File: src/rtl/preg_freelist_if.sv
`default_nettype none
// ============================================================================
//  Module      : preg_freelist_if
//  Description : Bundle between rename/commit (master) and the physical
//                register free list (slave).
//                  alloc_req     m->s  rename consumes alloc_tag this cycle
//                  alloc_valid   s->m  a free tag is available
//                  alloc_tag     s->m  tag at the speculative head
//                  commit_pop    m->s  oldest speculative allocation committed
//                  free_valid    m->s  commit returns a tag
//                  free_tag      m->s  returned tag (committed rd_old_tag)
//                  flush         m->s  mispredict/exception recovery
//                  free_count    s->m  tags currently allocatable
//                  overflow_err  s->m  sticky: free arrived while full
//                  underflow_err s->m  sticky: commit_pop with nothing pending
//  Revision    : 1.0 - initial release
// ============================================================================
interface preg_freelist_if #(
    parameter int PREG_W_P = 6,
    parameter int PTR_W    = 6
);
    logic                alloc_req;
    logic                alloc_valid;
    logic [PREG_W_P-1:0] alloc_tag;
    logic                commit_pop;
    logic                free_valid;
    logic [PREG_W_P-1:0] free_tag;
    logic                flush;
    logic [PTR_W-1:0]    free_count;
    logic                overflow_err;
    logic                underflow_err;

    modport master (
        output alloc_req, commit_pop, free_valid, free_tag, flush,
        input  alloc_valid, alloc_tag, free_count, overflow_err, underflow_err
    );

    modport slave (
        input  alloc_req, commit_pop, free_valid, free_tag, flush,
        output alloc_valid, alloc_tag, free_count, overflow_err, underflow_err
    );
endinterface
`default_nettype wire

File: src/rtl/preg_freelist.sv
`default_nettype none
// ============================================================================
//  Module      : preg_freelist
//  Description : Physical-register free list with a speculative head (rename
//                allocation), an architectural head (commit) and a tail
//                (tags returned at commit). Flush rewinds the speculative
//                head to the architectural head in one cycle.
//  Ports       : clk  - clock
//                rst  - synchronous active-high reset
//                fl   - preg_freelist_if.slave (alloc / commit / free / flush
//                       handshake, free_count and sticky error flags)
//  Revision    : 1.0 - initial release
// ============================================================================
module preg_freelist #(
    parameter int N_PHYS_REGS_P = 64,
    parameter int N_ARCH_REGS_P = 32,
    parameter int PREG_W_P      = 6,
    parameter int DEPTH         = N_PHYS_REGS_P - N_ARCH_REGS_P,
    parameter int PTR_W         = $clog2(DEPTH) + 1
) (
    input  wire logic        clk,
    input  wire logic        rst,
    preg_freelist_if.slave   fl
);

    localparam int               c_IDX_W     = PTR_W - 1;
    localparam logic [PTR_W-1:0] c_DEPTH_PTR = PTR_W'(DEPTH);
    localparam logic [PTR_W-1:0] c_PTR_ONE   = PTR_W'(1);

    logic [PREG_W_P-1:0] r_mem [DEPTH];
    logic [PTR_W-1:0]    r_head_spec;
    logic [PTR_W-1:0]    r_head_arch;
    logic [PTR_W-1:0]    r_tail;
    logic                r_overflow_err;
    logic                r_underflow_err;

    logic                w_full;
    logic                w_alloc_valid;
    logic                w_alloc_fire;
    logic                w_commit_fire;
    logic                w_free_fire;
    logic [PTR_W-1:0]    w_head_arch_nxt;
    logic [PTR_W-1:0]    w_head_spec_nxt;
    logic [PTR_W-1:0]    w_tail_nxt;

    // Fullness is measured from the architectural head so that slots still
    // owned by in-flight (uncommitted) allocations are never overwritten.
    assign w_full        = ((r_tail - r_head_arch) == c_DEPTH_PTR);
    assign w_alloc_valid = (r_head_spec != r_tail);

    assign w_alloc_fire  = fl.alloc_req && w_alloc_valid && !fl.flush;
    assign w_commit_fire = fl.commit_pop && (r_head_arch != r_head_spec);
    assign w_free_fire   = fl.free_valid && !w_full;

    always_comb begin
        w_head_arch_nxt = r_head_arch;
        w_head_spec_nxt = r_head_spec;
        w_tail_nxt      = r_tail;
        if (w_commit_fire) begin
            w_head_arch_nxt = r_head_arch + c_PTR_ONE;
        end
        if (w_free_fire) begin
            w_tail_nxt = r_tail + c_PTR_ONE;
        end
        // Flush rewinds to the post-commit architectural head, so a commit
        // landing in the same cycle is not lost.
        if (fl.flush) begin
            w_head_spec_nxt = w_head_arch_nxt;
        end else if (w_alloc_fire) begin
            w_head_spec_nxt = r_head_spec + c_PTR_ONE;
        end
    end

    always_ff @(posedge clk) begin
        if (rst) begin
            r_head_spec     <= '0;
            r_head_arch     <= '0;
            r_tail          <= c_DEPTH_PTR;
            r_overflow_err  <= 1'b0;
            r_underflow_err <= 1'b0;
        end else begin
            r_head_spec <= w_head_spec_nxt;
            r_head_arch <= w_head_arch_nxt;
            r_tail      <= w_tail_nxt;
            if (fl.free_valid && w_full) begin
                r_overflow_err <= 1'b1;
            end
            if (fl.commit_pop && !w_commit_fire) begin
                r_underflow_err <= 1'b1;
            end
        end
    end

    // Storage starts out holding every non-architectural tag in order.
    always_ff @(posedge clk) begin
        if (rst) begin
            for (int i = 0; i < DEPTH; i++) begin
                r_mem[i] <= PREG_W_P'(N_ARCH_REGS_P + i);
            end
        end else if (w_free_fire) begin
            r_mem[r_tail[c_IDX_W-1:0]] <= fl.free_tag;
        end
    end

    assign fl.alloc_valid   = w_alloc_valid;
    assign fl.alloc_tag     = r_mem[r_head_spec[c_IDX_W-1:0]];
    assign fl.free_count    = r_tail - r_head_spec;
    assign fl.overflow_err  = r_overflow_err;
    assign fl.underflow_err = r_underflow_err;

endmodule
`default_nettype wire
File: src/flat_wrapper.sv
// flat-port wrapper written by rule: the top's interface ports become plain ports
module preg_freelist_flat 
#(
    parameter int N_PHYS_REGS_P = 64,
    parameter int N_ARCH_REGS_P = 32,
    parameter int PREG_W_P      = 6,
    parameter int DEPTH         = N_PHYS_REGS_P - N_ARCH_REGS_P,
    parameter int PTR_W         = $clog2(DEPTH) + 1
)
  (clk, rst, fl_alloc_req, fl_commit_pop, fl_free_valid, fl_free_tag, fl_flush, fl_alloc_valid, fl_alloc_tag, fl_free_count, fl_overflow_err, fl_underflow_err);
  preg_freelist_if #(.PREG_W_P(PREG_W_P), .PTR_W(PTR_W)) fl_i ();
  input  wire logic clk;
  input  wire logic rst;
  input wire logic [$bits(fl_i.alloc_req)-1:0] fl_alloc_req;
  input wire logic [$bits(fl_i.commit_pop)-1:0] fl_commit_pop;
  input wire logic [$bits(fl_i.free_valid)-1:0] fl_free_valid;
  input wire logic [$bits(fl_i.free_tag)-1:0] fl_free_tag;
  input wire logic [$bits(fl_i.flush)-1:0] fl_flush;
  output wire logic [$bits(fl_i.alloc_valid)-1:0] fl_alloc_valid;
  output wire logic [$bits(fl_i.alloc_tag)-1:0] fl_alloc_tag;
  output wire logic [$bits(fl_i.free_count)-1:0] fl_free_count;
  output wire logic [$bits(fl_i.overflow_err)-1:0] fl_overflow_err;
  output wire logic [$bits(fl_i.underflow_err)-1:0] fl_underflow_err;
  assign fl_i.alloc_req = fl_alloc_req;
  assign fl_i.commit_pop = fl_commit_pop;
  assign fl_i.free_valid = fl_free_valid;
  assign fl_i.free_tag = fl_free_tag;
  assign fl_i.flush = fl_flush;
  assign fl_alloc_valid = fl_i.alloc_valid;
  assign fl_alloc_tag = fl_i.alloc_tag;
  assign fl_free_count = fl_i.free_count;
  assign fl_overflow_err = fl_i.overflow_err;
  assign fl_underflow_err = fl_i.underflow_err;
  preg_freelist #(.N_PHYS_REGS_P(N_PHYS_REGS_P), .N_ARCH_REGS_P(N_ARCH_REGS_P), .PREG_W_P(PREG_W_P), .DEPTH(DEPTH), .PTR_W(PTR_W)) u_core (.clk(clk), .rst(rst), .fl(fl_i));
endmodule
File: config.mk
export PLATFORM = sky130hd
export DESIGN_NAME = preg_freelist_flat
export DESIGN_NICKNAME = d
export VERILOG_FILES = /design/src/rtl/preg_freelist_if.sv /design/src/rtl/preg_freelist.sv /design/src/flat_wrapper.sv
export SDC_FILE = /design/constraint.sdc
export NUM_CORES = 1
export LEC_CHECK = 0
export BUFFER_PORTS_ARGS = -buffer_cell sky130_fd_sc_hd__buf_2
export CORE_MARGIN = 3
export CORE_UTILIZATION = 52
export CTS_CLUSTER_SIZE = 25
export DETAILED_ROUTE_END_ITERATION = 10
export MAX_ROUTING_LAYER = met4
export PLACE_DENSITY = 0.68
export SETUP_SLACK_MARGIN = 0.5
export SYNTH_ARGS = -nofsm -noshare
export SYNTH_HDL_FRONTEND = slang
export SYNTH_SLANG_ARGS = --single-unit
File: constraint.sdc
create_clock -name clk -period 2.9 [get_ports clk]
set_input_delay 0.145 -clock clk [delete_from_list [all_inputs] [get_ports clk]]
set_output_delay 0.145 -clock clk [all_outputs]
set_load 0.01 [all_outputs]
# Word-level counts from Yosys, hierarchy flattened
# Memories as Yosys holds them, arrays and structs flattened. A register that Yosys moved wholly into a read port is not among the register bits.
# Cells that the tools add are included.
# totals
reg_bits	20
mem_bits_rw	192
output_inout_bits	15
word_cells	38
memories	1
# mem_list
name	depth	width	read_ports	rd_ports_with_merged_regs	wr	line_no	text
u_core.r_mem	32	6	1	1	32	preg_freelist.sv:30	logic [PREG_W_P-1:0] r_mem [DEPTH];
# classes
n_addsub	5
n_eq_ne	3
muxes	13
reduce_logical	11
# ops
operator	count
6-bit 2-to-1 mux	4
6-bit by 1-bit adder with 6-bit output (second input constant)	3
5-bit 2-to-1 mux	3
6-bit != test	2
6-bit subtractor	2
6-bit == test (second input constant)	1
1-bit logical AND	6
1-bit 2-to-1 mux	6
6-bit OR reduction	1
1-bit zero test	3
2-bit nonzero test	1

# Longest topological paths before layout
# logic_depth
word_depth	9
depth_mapped	10
ltp_nobuf	8

# Worst setup path before layout
# Ideal clock, no wire load.
# synth_path
path_kind	flip-flop to flip-flop
from	reg u_core.r_head_arch[2]
to	mem u_core.r_mem[15][0] (enable)
setup_ns	0.360
t_arrival_ns	2.242
required_time_ns	2.540
setup_slack_ns	0.298
stages_incl_launch_ff	11
n_path_buf	2
synth_period_minus_slack_ns	2.602
cell_sequence	dfxtp_1 > inv_1 > ha_1 > o21ai_1 > a21oi_1 > a22oi_1 > a21o_1 > buf_2 > buf_2 > o211ai_1 > o21bai_1
# synth_lines
item	line_no	text
from (decl)	preg_freelist.sv:32	logic [PTR_W-1:0] r_head_arch;
from (signal assigned)	preg_freelist.sv:83	r_head_arch <= w_head_arch_nxt;
to (decl)	preg_freelist.sv:30	

==> results.yml <==
drt:
  dr.pass1.iters: 5
  drt_wl_total_microns: 29000
  vias: 7180
  detail_route.vias_per_cell: 6.20
  drtIter0Drc: 746
  drc: 0
  postRouteAntennaNets: 0
  wl_per_cell_microns: 25.1
placement:
  io_buffers: 26
  hpwl_microns: 16900
  finalWeightedCongestion: 0.884
  place_area_sq_mm: 0.0113
global_route:
  track_usage_pct: 25.5
  grt_antenna_before_repair: 0
  grt_pass1_wl_microns: 42200
  grt-ovfl-total: 0
  grt_pass1_vias: 7028
  grt_max_degree: 56
sta:
  rsz0062_at_grt: "true"
  worst_pin_slew_ns: 0.786
  finalSetupViolCount: 0
  fmax_ghz: 0.355
  period_needed_ns: 2.81
  finalHoldViolCount: 0
  slew_headroom_pct: 47.6
  min_period_over_period_pct: 97.1
  skew_ns: 0.0119
  tns_ns: 0
  finalMaxSlewViolations: 0
synth:
  synth_area_sq_mm: 0.0108
  syn-instance-count: 768
  syn_avg_cell_area_sq_um: 14.1
  synth_cell_types: 52
  synth_edf_count: 192
  synth_xor_area_share_pct: 2.10
  synth-async-reset-ratio_pct: 0
  synth_mux_area_share_pct: 13.5
  synthSimpleGateAreaFrac_pct: 15.5
  synth-adder-area-share_pct: 2.04
  syn_nets: 797
  synth_seq_cells: 217
  synth-seq-area-share_pct: 58.0
  synth_compound_area_share_pct: 5.34
  yosys_warnings: 0
  synth_top_family_by_area: "simple AND/OR/NAND/NOR gates"
  synth_ff_type: "edfxtp_1"
hold_path:
  worstHoldPathType: "in2reg"
power_and_ir_drop:
  leakage_nw: 4.49
  ir_drop_v: 0.000493
  p_per_area_mw_per_mm2: 704
  p_total_w: 0.00980
setup_path:
  cp.required_ns: 2.76
  critPathCaptureType: "output port"
  crit_arrival_ns: 2.67
  start_kind: "register"
  crit_fanout: 6
  worstSetupPathType: "reg2out"
floorplanning:
  row_count: 52
  die_w_microns: 150
  io_pins: 27
  die_h_microns: 150
  coreArea_sq_mm: 0.0203
  start_util_pct: 53.2
  die_area_sq_mm: 0.0225
clocking:
  cts_inserted_buffers: 24
  htreeDepth: 1
  cts.sinks: 217
  clkLatencyLatePin_ns: 0.51
  cts_root_buf: "clkbuf_16"
  clk_pin_slew_ns: 0.06
  cts_tree: "done"
  cts_buffer_depth: 3
outcome:
  status: "finished clean"
run:
  drv_cap: 0
finish:
  antennaDiodeCount: 0
  final_cell_mix: "edfxtp_1 (192), mux4_2 (60), and3_4 (52)"
  area_growth_pct: 28.9
  drive_gt1_share_pct: 43.1
  seq_area_sq_mm: 0.00629
  fillCellCount: 1296
  final_cell_area_sq_mm: 0.0139
  fin_util_pct: 68.6
  multi_input_area_sq_mm: 0.00494
  final_common_cell: "edfxtp_1"
  nets: 900
cell usage after synthesis (3+ instances only):
| library cell | number | area [sq um] |
|---|---|---|
| a211oi_2 | 3 | 37.5 |
| xor2_1 | 4 | 35.0 |
| nand4_1 | 4 | 25.0 |
| mux2_2 | 6 | 67.6 |
| buf_6 | 3 | 33.8 |
| dfxtp_1 | 25 | 500 |
| mux4_2 | 60 | 1350 |
| o21ai_1 | 4 | 20.0 |
| nor2_1 | 21 | 78.8 |
| inv_1 | 18 | 67.6 |
| ha_1 | 16 | 200 |
| buf_2 | 10 | 50.1 |
| nor3_1 | 5 | 25.0 |
| a21oi_1 | 8 | 40.0 |
| o211ai_1 | 17 | 128 |
| nand2b_1 | 20 | 125 |
| nand3_1 | 5 | 25.0 |
| nand2_1 | 8 | 30.0 |
| and2_1 | 16 | 100 |
| clkbuf_1 | 52 | 195 |
| and3_1 | 74 | 463 |
| buf_1 | 4 | 15.0 |
| a21o_1 | 20 | 150 |
| or2_1 | 50 | 313 |
| nor2b_1 | 6 | 37.5 |
| or3_1 | 38 | 238 |
| edfxtp_1 | 192 | 5770 |
| nor3b_1 | 3 | 22.5 |
| xnor2_1 | 20 | 175 |
| a211oi_1 | 7 | 52.6 |
| nand3b_1 | 22 | 165 |
report_power, final:
group / internal (W) / leakage [nW] / switching (W)
Clock: 0.00168 / 0.372 / 0.00121
Combinational: 0.00175 / 2.32 / 0.00158
Sequential: 0.00351 / 1.80 / 0.0000729
flip-flops by register name, indices dropped and copies added, names as in the netlist, named ones only:
| name | flops |
|---|---|
| u_core.fl.overflow_err | 1 |
| u_core.r_mem | 192 |
| u_core.fl.underflow_err | 1 |
| u_core.r_tail | 6 |
| u_core.r_head_arch | 6 |
| u_core.r_head_spec | 6 |
layout make-up:
cell class                      count  share of cell area (%)
Sequential cell                   217                    45.2
Multi-Input combinational cell    464                    35.5
Timing Repair Buffer              146                    11.1
Clock buffer                       30                    4.70
Tap cell                          270                    2.43
Clock inverter                     13                   0.638
Inverter                           18                   0.503
what timing repair did:
action | 4_1_cts | 5_1_grt
endpoints found under the setup margin | 384 | 331
pin swaps | 26 | 32
hold buffers | 2 | 0
hold endpoints to repair | 3 | 0
buffers inserted | 45 | 31
resized for setup | 126 | 108
cloned | 5 | 5
worst max-delay path, stage by stage (launching register included):
cell,delay [ns]
dfxtp_4,0.37
buf_12,0.16
buf_12,0.14
mux4_2,0.54
mux4_2,0.54
mux2_4,0.29
buf_6,0.12
per-stage QoR:
step	hold slack, ns	std cells	worst slack, ns
floorplan	0.286	768	0.502
global placement	0.406	1027	0.177
detailed placement	0.414	1027	0.0980
CTS	0.0241	1122	0.0802
global route	0.0597	1158	0.0603
finish	0.0490	1158	0.0851
logic make-up after synthesis:
group / after synthesis
compound gates: 75
xor+xnor: 25
fa+ha+maj: 17
buf+inv: 88
flops: 217
mux: 70
simple gates: 276
final timing paths:
kind                                              start  slack, ns  depth (start not counted)                       to
worst max-delay path                           register       0.09                          6          fl_alloc_tag[2]
worst min-delay path                      fl_free_valid       0.05                          3         u_core.r_tail[0]
worst max register to register    u_core.r_head_arch[2]       0.30                         14      u_core.r_mem[15][0]
worst min register to register  u_core.fl.underflow_err       0.48                          2  u_core.fl.underflow_err
routing by layer:
layer  wire, microns  track usage, %
met1           11800            35.8
met2           14500            41.2
met3            2050            2.71
met4             648            5.35
met5               0               -
Power figures use the tool's default switching activity.
